File: src/rtl/utlb_pkg.sv
// Shared definitions for the micro-TLB: entry layouts, FSM states and the
// page-select / physical-address helpers used by both lookup and refill paths.
package utlb_pkg;

  // Stored ASID field is wide enough for any supported ASID_W (up to 16 bits).
  localparam int TLB_ASID_W = 16;

  // One main-TLB entry: a pair of even/odd pages sharing a VPN2 tag.
  typedef struct packed {
    logic [18:0]           vpn2;
    logic [TLB_ASID_W-1:0] asid;
    logic                  g;
    logic [15:0]           pagemask;
    logic [19:0]           pfn0;
    logic [19:0]           pfn1;
    logic [2:0]            c0;
    logic [2:0]            c1;
    logic                  d0;
    logic                  d1;
    logic                  v0;
    logic                  v1;
  } tlbEntry_t;

  // Micro-TLB slot: a main-TLB entry plus its local valid bit.
  typedef struct packed {
    tlbEntry_t e;
    logic      valid;
  } utlbEntry_t;

  typedef enum logic {
    IDLE   = 1'b0,
    REFILL = 1'b1
  } utlb_state_t;

  // Number of set bits in a page mask (0..16).
  function automatic logic [4:0] popcount16(input logic [15:0] m);
    logic [4:0] n;
    n = '0;
    for (int i = 0; i < 16; i++) begin
      n = n + 5'(m[i]);
    end
    return n;
  endfunction

  // Picks the odd page (1) or even page (0): the bit just above the page offset.
  function automatic logic page_select(input logic [15:0] pagemask,
                                       input logic [31:0] va);
    logic [4:0] idx;
    idx = 5'd12 + popcount16(pagemask);
    return va[idx];
  endfunction

  // Masked bits of the frame number come from the virtual address instead.
  function automatic logic [31:0] form_paddr(input logic [19:0] pfn,
                                             input logic [15:0] pagemask,
                                             input logic [31:0] va);
    logic [19:0] mask;
    mask = {4'b0, pagemask};
    return {(pfn & ~mask) | (va[31:12] & mask), va[11:0]};
  endfunction

endpackage

File: src/rtl/utlb_match.sv
// Combinational compare/translate for a single micro-TLB slot.
module utlb_match
  import utlb_pkg::*;
#(
  parameter int ASID_W = 8
) (
  input  utlbEntry_t        entry,
  input  logic [31:0]       va,
  input  logic [ASID_W-1:0] asid,
  output logic              hit,
  output logic [31:0]       paddr,
  output logic [2:0]        cache,
  output logic              dirty,
  output logic              pvalid
);

  logic [18:0] vpn_diff;
  logic        asid_ok;
  logic        odd;

  // Tag compare ignores masked VPN bits; global entries ignore the ASID.
  always_comb begin
    vpn_diff = (entry.e.vpn2 ^ va[31:13]) & ~{3'b0, entry.e.pagemask};
    asid_ok  = (entry.e.asid == TLB_ASID_W'(asid)) || entry.e.g;
    hit      = entry.valid && (vpn_diff == '0) && asid_ok;
    odd      = page_select(entry.e.pagemask, va);
    paddr    = form_paddr(odd ? entry.e.pfn1 : entry.e.pfn0, entry.e.pagemask, va);
    cache    = odd ? entry.e.c1 : entry.e.c0;
    dirty    = odd ? entry.e.d1 : entry.e.d0;
    pvalid   = odd ? entry.e.v1 : entry.e.v0;
  end

endmodule

File: src/rtl/utlb.sv
// Micro-TLB: fully associative lookup, one request per cycle, refilled from
// the main TLB on a miss with lowest-invalid / round-robin replacement.
module utlb
  import utlb_pkg::*;
#(
  parameter int ENTRIES = 4,
  parameter int ASID_W  = 8
) (
  input  logic              clk,
  input  logic              rst,
  input  logic              flush,
  input  logic [ASID_W-1:0] asid,
  input  logic              req_valid,
  input  logic [31:0]       req_vaddr,
  output logic              req_ready,
  output logic              resp_valid,
  output logic [31:0]       resp_paddr,
  output logic [2:0]        resp_cache,
  output logic              resp_dirty,
  output logic              resp_pvalid,
  output logic              resp_miss,
  output logic              refill_req,
  output logic [31:0]       refill_vaddr,
  input  logic              refill_ack,
  input  logic              refill_miss,
  input  tlbEntry_t         refill_entry
);

  localparam int PTR_W = (ENTRIES > 1) ? $clog2(ENTRIES) : 1;

  utlb_state_t state_q, state_d;

  utlbEntry_t entries_q [ENTRIES];
  logic [PTR_W-1:0] rr_q;
  logic [31:0]      vaddr_q;
  logic             flush_pend_q;

  logic             resp_valid_q;
  logic             resp_miss_q;
  logic [31:0]      resp_paddr_q;
  logic [2:0]       resp_cache_q;
  logic             resp_dirty_q;
  logic             resp_pvalid_q;

  logic [ENTRIES-1:0] hit_vec;
  logic [31:0]        m_paddr  [ENTRIES];
  logic [2:0]         m_cache  [ENTRIES];
  logic               m_dirty  [ENTRIES];
  logic               m_pvalid [ENTRIES];

  logic        lk_hit;
  logic [31:0] lk_paddr;
  logic [2:0]  lk_cache;
  logic        lk_dirty;
  logic        lk_pvalid;

  logic [PTR_W-1:0] victim;
  logic             victim_free;

  logic        rf_odd;
  logic [31:0] rf_paddr;
  logic [2:0]  rf_cache;
  logic        rf_dirty;
  logic        rf_pvalid;

  for (genvar i = 0; i < ENTRIES; i++) begin : g_match
    utlb_match #(
      .ASID_W(ASID_W)
    ) u_match (
      .entry (entries_q[i]),
      .va    (req_vaddr),
      .asid  (asid),
      .hit   (hit_vec[i]),
      .paddr (m_paddr[i]),
      .cache (m_cache[i]),
      .dirty (m_dirty[i]),
      .pvalid(m_pvalid[i])
    );
  end

  // Merge per-slot results; scanning upward lets the highest matching index win.
  always_comb begin
    lk_hit    = 1'b0;
    lk_paddr  = '0;
    lk_cache  = '0;
    lk_dirty  = 1'b0;
    lk_pvalid = 1'b0;
    for (int i = 0; i < ENTRIES; i++) begin
      if (hit_vec[i]) begin
        lk_hit    = 1'b1;
        lk_paddr  = m_paddr[i];
        lk_cache  = m_cache[i];
        lk_dirty  = m_dirty[i];
        lk_pvalid = m_pvalid[i];
      end
    end
  end

  // Victim is the lowest free slot, otherwise the round-robin slot.
  always_comb begin
    victim      = rr_q;
    victim_free = 1'b0;
    for (int i = ENTRIES - 1; i >= 0; i--) begin
      if (!entries_q[i].valid) begin
        victim      = PTR_W'(i);
        victim_free = 1'b1;
      end
    end
  end

  // Translation of the latched miss address through the incoming refill entry.
  always_comb begin
    rf_odd    = page_select(refill_entry.pagemask, vaddr_q);
    rf_paddr  = form_paddr(rf_odd ? refill_entry.pfn1 : refill_entry.pfn0,
                           refill_entry.pagemask, vaddr_q);
    rf_cache  = rf_odd ? refill_entry.c1 : refill_entry.c0;
    rf_dirty  = rf_odd ? refill_entry.d1 : refill_entry.d0;
    rf_pvalid = rf_odd ? refill_entry.v1 : refill_entry.v0;
  end

  // FSM state register.
  always_ff @(posedge clk) begin
    if (rst) begin
      state_q <= IDLE;
    end else begin
      state_q <= state_d;
    end
  end

  // Next state: a miss (or a flush-forced miss) enters REFILL until the ack.
  always_comb begin
    state_d = state_q;
    case (state_q)
      IDLE:    if (req_valid && !(lk_hit && !flush)) state_d = REFILL;
      REFILL:  if (refill_ack) state_d = IDLE;
      default: state_d = IDLE;
    endcase
  end

  // FSM outputs; reset forces the idle/quiet values immediately.
  always_comb begin
    req_ready    = rst || (state_q == IDLE);
    refill_req   = !rst && (state_q == REFILL);
    refill_vaddr = rst ? '0 : vaddr_q;
    resp_valid   = !rst && resp_valid_q;
    resp_miss    = !rst && resp_miss_q;
    resp_paddr   = rst ? '0 : resp_paddr_q;
    resp_cache   = rst ? '0 : resp_cache_q;
    resp_dirty   = !rst && resp_dirty_q;
    resp_pvalid  = !rst && resp_pvalid_q;
  end

  // Entry array, replacement pointer, miss address and registered response.
  always_ff @(posedge clk) begin
    if (rst) begin
      for (int i = 0; i < ENTRIES; i++) begin
        entries_q[i].valid <= 1'b0;
      end
      rr_q          <= '0;
      vaddr_q       <= '0;
      flush_pend_q  <= 1'b0;
      resp_valid_q  <= 1'b0;
      resp_miss_q   <= 1'b0;
      resp_paddr_q  <= '0;
      resp_cache_q  <= '0;
      resp_dirty_q  <= 1'b0;
      resp_pvalid_q <= 1'b0;
    end else begin
      resp_valid_q <= 1'b0;
      resp_miss_q  <= 1'b0;
      case (state_q)
        IDLE: begin
          flush_pend_q <= 1'b0;
          if (req_valid) begin
            if (lk_hit && !flush) begin
              resp_valid_q  <= 1'b1;
              resp_paddr_q  <= lk_paddr;
              resp_cache_q  <= lk_cache;
              resp_dirty_q  <= lk_dirty;
              resp_pvalid_q <= lk_pvalid;
            end else begin
              vaddr_q <= req_vaddr;
            end
          end
        end
        REFILL: begin
          if (flush) flush_pend_q <= 1'b1;
          if (refill_ack) begin
            resp_valid_q <= 1'b1;
            if (refill_miss) begin
              resp_miss_q   <= 1'b1;
              resp_paddr_q  <= '0;
              resp_cache_q  <= '0;
              resp_dirty_q  <= 1'b0;
              resp_pvalid_q <= 1'b0;
            end else begin
              resp_paddr_q  <= rf_paddr;
              resp_cache_q  <= rf_cache;
              resp_dirty_q  <= rf_dirty;
              resp_pvalid_q <= rf_pvalid;
              if (!flush && !flush_pend_q) begin
                entries_q[victim] <= '{e: refill_entry, valid: 1'b1};
                if (!victim_free) rr_q <= rr_q + PTR_W'(1);
              end
            end
          end
        end
        default: ;
      endcase
      if (flush) begin
        for (int i = 0; i < ENTRIES; i++) begin
          entries_q[i].valid <= 1'b0;
        end
      end
    end
  end

endmodule

File: config.mk
export PLATFORM = sky130hd
export DESIGN_NAME = utlb
export DESIGN_NICKNAME = d
export VERILOG_FILES = /design/src/rtl/utlb_pkg.sv /design/src/rtl/utlb_match.sv /design/src/rtl/utlb.sv
export SDC_FILE = /design/constraint.sdc
export NUM_CORES = 1
export LEC_CHECK = 0
export BUFFER_PORTS_ARGS = -buffer_cell sky130_fd_sc_hd__buf_2
export CAP_MARGIN = 20
export CORE_UTILIZATION = 35
export CTS_CLUSTER_SIZE = 28
export DETAILED_ROUTE_END_ITERATION = 6
export GPL_TIMING_DRIVEN = 0
export PLACE_DENSITY_LB_ADDON = 0.12
export SKIP_LAST_GASP = 1
export SLEW_MARGIN = 20
export SYNTH_ARGS = -nofsm -noshare
export SYNTH_HDL_FRONTEND = slang
export SYNTH_SLANG_ARGS = --single-unit
File: constraint.sdc
create_clock -name clk -period 16.6 [get_ports clk]
set_input_delay 1.66 -clock clk [delete_from_list [all_inputs] [get_ports clk]]
set_output_delay 1.66 -clock clk [all_outputs]
set_load 0.02 [all_outputs]
==> metrics.md <==
| Metric | Value |
|---|---|
| Outcome | `completed` |
| Required @ worst endpoint | `17.09 ns` |
| CTS tree | `built` |
| Data arrival, critical path | `~8.0 ns` |
| Crit start category | `input pin` |
| Reg2Reg Launch Point | `entries_q[3][52]` |
| Drt pass-1 iters | `7` |
| Grt ovf | `0` |
| Initial antenna violation count | `6` |
| Min-delay src | `flush_pend_q` |
| Layout area overhead | `18.4%` |
| Cell mode on critical path | `fa_1` |
| # Post-CTS Setup Buffers | `0` |
| Worst-path clk slew | `0.06 ns` |
| Worst path cell trace | `buf_2 > inv_1 > fa_1 > inv_1 > fa_1 > fa_1 > inv_1 > fa_1 > inv_1 > ha_1 > fa_1 > clkbuf_1 > mux4_2 > mux4_2 > mux2i_4 > buf_4 > mux2i_1 > o21ai_1 > a21oi_1 > a211oi_1` |
| Via density | `5.39` |
| Placeable core area | `approximately 0.068 mm^2` |
| PwrDens | `109 mW/mm^2` |
| Peak VDD IR | `0.0000987 V` |
| Antenna Nets Post-Route | `0` |
| Final setup viols | `0` |
| First-pass GRT wire length | `118000 um` |
| Die H | `264 um` |
| Full die area | `0.0696 mm^2` |
| DR vias | `about 16000` |
| DRC violations left | `0` |
| Largest net degree at the start of global routing | `27` |
| Vias in the first global route | `16377` |
| Avg Inst Size Synth | `13.4 um^2` |
| Setup Skew | `roughly 0.047 ns` |
| CP Max Fanout | `10` |
| Aggregate global-route resource usage | `about a quarter` |
| Post-CTS sizing | `0` |
| Fin Setup TNS | `0 ns` |
| Clock latency on the worst-skew pair | `0.65 ns` |
| Hold Buf Count CTS | `0` |
| FFs w/ async S/R, synth | `0%` |
| Crit path buf inv count | `7` |
| Post-route clock period utilization | `45.4%` |
| CP startpoint | `refill_entry[59]` |
| CTS max path bufs | `3` |
| Hold crit path type | `reg2reg` |
| Peak Freq | `roughly 130 MHz` |
| GP Congestion | `0.972` |
| Count of input and output buffers | `roughly 210` |
| Dominant cells by area after synthesis | `edfxtp_1 (51%), dfxtp_1 (6.6%), mux2i_1 (5.6%)` |
| Routed len/inst | `27.8 um` |
| Worst-margin pin slew | `between 1 and 1.5 ns` |
| Cell area after synthesis | `approximately 0.024 mm^2` |
| DRT iter0 DRCs | `1380` |
| Fin. Hold Viols | `0` |
| Register area share after synthesis | `between 50% and 60%` |
| Ys flop type | `edfxtp_1` |
| Final Critical Period | `7.54 ns` |
| Critical path type | `in2reg` |
| Most frequent cells in the layout | `edfxtp_1 (408), buf_2 (244), mux2i_1 (134)` |
| Largest area contributor in the netlist | `edfxtp_1` |
| Leak | `10.6 nW` |
| Max-cap viol count | `0` |
| H-Tree Level Count | `2` |
| Max incr delay on CP | `0.54 ns` |
| Final wirelength | `83500 um` |
| Syn nets | `slightly above 2000` |
| CP max stage cell | `fa_1` |
| Die X | `around 260 um` |
| CP delay by family, top | `adder cells` |
| Commonest non-fill, non-tap cell in the layout | `edfxtp_1` |
| Initial Utilization | `35.6%` |
| #FFs+latches synth | `487` |
| Cell variety after synth | `70` |
| Final-stage net count | `2313` |
| Rel. slew slack | `22.8%` |
| Final core occ | `42.1%` |
| CTS buffer count | `54` |
| Synth Instances | `1796` |
| Layout cell share with drive strength beyond 1 | `21.9%` |
| Post-synth EDFFs | `408` |
| Root Driver | `clkbuf_16` |
| Slew Limit Fails | `0` |
| Fillers | `6331` |
| CTS Sinks | `between 400 and 500` |
| Unrepaired setup endpoints after global routing | `no` |
| Yosys warnings | `0` |
| Dpl hpwl | `64700 um` |
| Setup crit end kind | `register` |
| IO Pins | `221` |
| Top cell type's share of synthesized area | `51.0%` |
| Num rows | `95` |
-- kinds of logic (layout without fill, tap and decap cells) --
group                    after synthesis  count (layout)  share of synthesized area, %
AO/OA/AOI/OAI                        265             265                          7.58
XOR/XNOR                             124             124                          4.76
adder cells (fa/ha/maj)               79              79                          5.68
buffers and inverters                231             565                          4.32
flip-flops                           487             487                          57.6
multiplexers                         228             228                          12.0
other                                  0               3                             0
AND/OR/NAND/NOR                      382             382                          8.02
-- synthesized netlist by cell type (all sizes together) (10+ instances only) --
master     n
edfxtp   408
o211ai    18
xnor2     95
a31oi     16
ha        29
clkbuf    43
nand4     13
nor2b     83
xor2      29
nor3      43
a221oi    16
a21oi     46
and3      23
mux4      39
nand2     81
inv      132
nand3     17
dfxtp     79
mux2i    136
nor4      14
fa        50
a2111oi   10
a211oi    17
o22ai     30
nor2      87
o311ai    26
o21ai     54
buf       53
mux2      53
-- per-stage QoR --
stage | worst slack (ns) | power [mW] | hold slack, ns | instances | cell area [um^2]
2_1_floorplan | 9.54 | 1.73 | 0.440 | 1796 | 24000
3_5_place_dp | 8.41 | 1.93 | 0.473 | 2903 | 26600
3_3_place_gp | 5.70 | 1.93 | 0.455 | 2883 | 26200
6_report | 9.06 | 3.10 | 0.493 | 3006 | 28400
4_1_cts | 9.06 | 3.13 | 0.487 | 3003 | 28400
5_1_grt | 8.82 | 3.21 | 0.521 | 3004 | 28400
-- routing by layer --
metal | global-route usage (%) | part of all wire, % | wire (um) | vias up
met3 | 3.40 | 6.3 | 5280 | 123
met2 | 39.9 | 49 | 40600 | 622
met1 | 32.2 | 42 | 35400 | 8228
met5 | 0 | 0.016 | 13 | -
li1 | - | - | - | 7242
met4 | 7.53 | 2.7 | 2280 | 2
-- sequential cells by signal (all words and copies together) (netlist names) --
name	count
resp_pvalid_q	1
resp_dirty_q	1
resp_valid_q	1
resp_cache_q	3
flush_pend_q	1
state_q	1
rr_q	2
resp_paddr_q	32
resp_miss_q	1
entries_q	412
vaddr_q	32
-- cell type report --
class	instances	area, um^2	area share (%)
Sequential cell	487	13800	48.7
Multi-Input combinational cell	1078	9160	32.2
Timing Repair Buffer	234	1520	5.36
Clock buffer	62	1380	4.86
Tap cell	873	1090	3.84
Buffer	97	534	1.88
Inverter	134	503	1.77
Clock inverter	38	389	1.37
Antenna cell	3	7.51	0.0264
-- power by group --
part           switching, mW  internal, mW
registers             0.0112          1.34
clock network          0.508         0.693
logic                  0.330         0.226
total                  0.850          2.25
-- worst register-to-register path, stage by stage, from the launching register on --
cell and delay [ns]:
edfxtp_1 0.60, ha_1 0.38, inv_1 0.05, fa_1 0.47
inv_1 0.05, fa_1 0.46, fa_1 0.49, inv_1 0.05
fa_1 0.50, fa_1 0.19, inv_1 0.06, fa_1 0.45
xor2_1 0.29, buf_4 0.27, mux2i_1 0.12, a221oi_2 0.28
a32oi_1 0.16, o211ai_2 0.82, buf_4 0.41, mux2_2 0.38
o311ai_0 0.48, a211oi_1 0.16
-- final timing paths --
path / endpoint / slack [ns] / cells past startpoint
min reg2reg: flush_pend_q / 0.49 / 2
min: flush_pend_q / 0.49 / 2
max reg2reg: resp_paddr_q[25] / 9.33 / 21
max: resp_paddr_q[17] / 9.06 / 20
(Power assumes the default switching activity.)
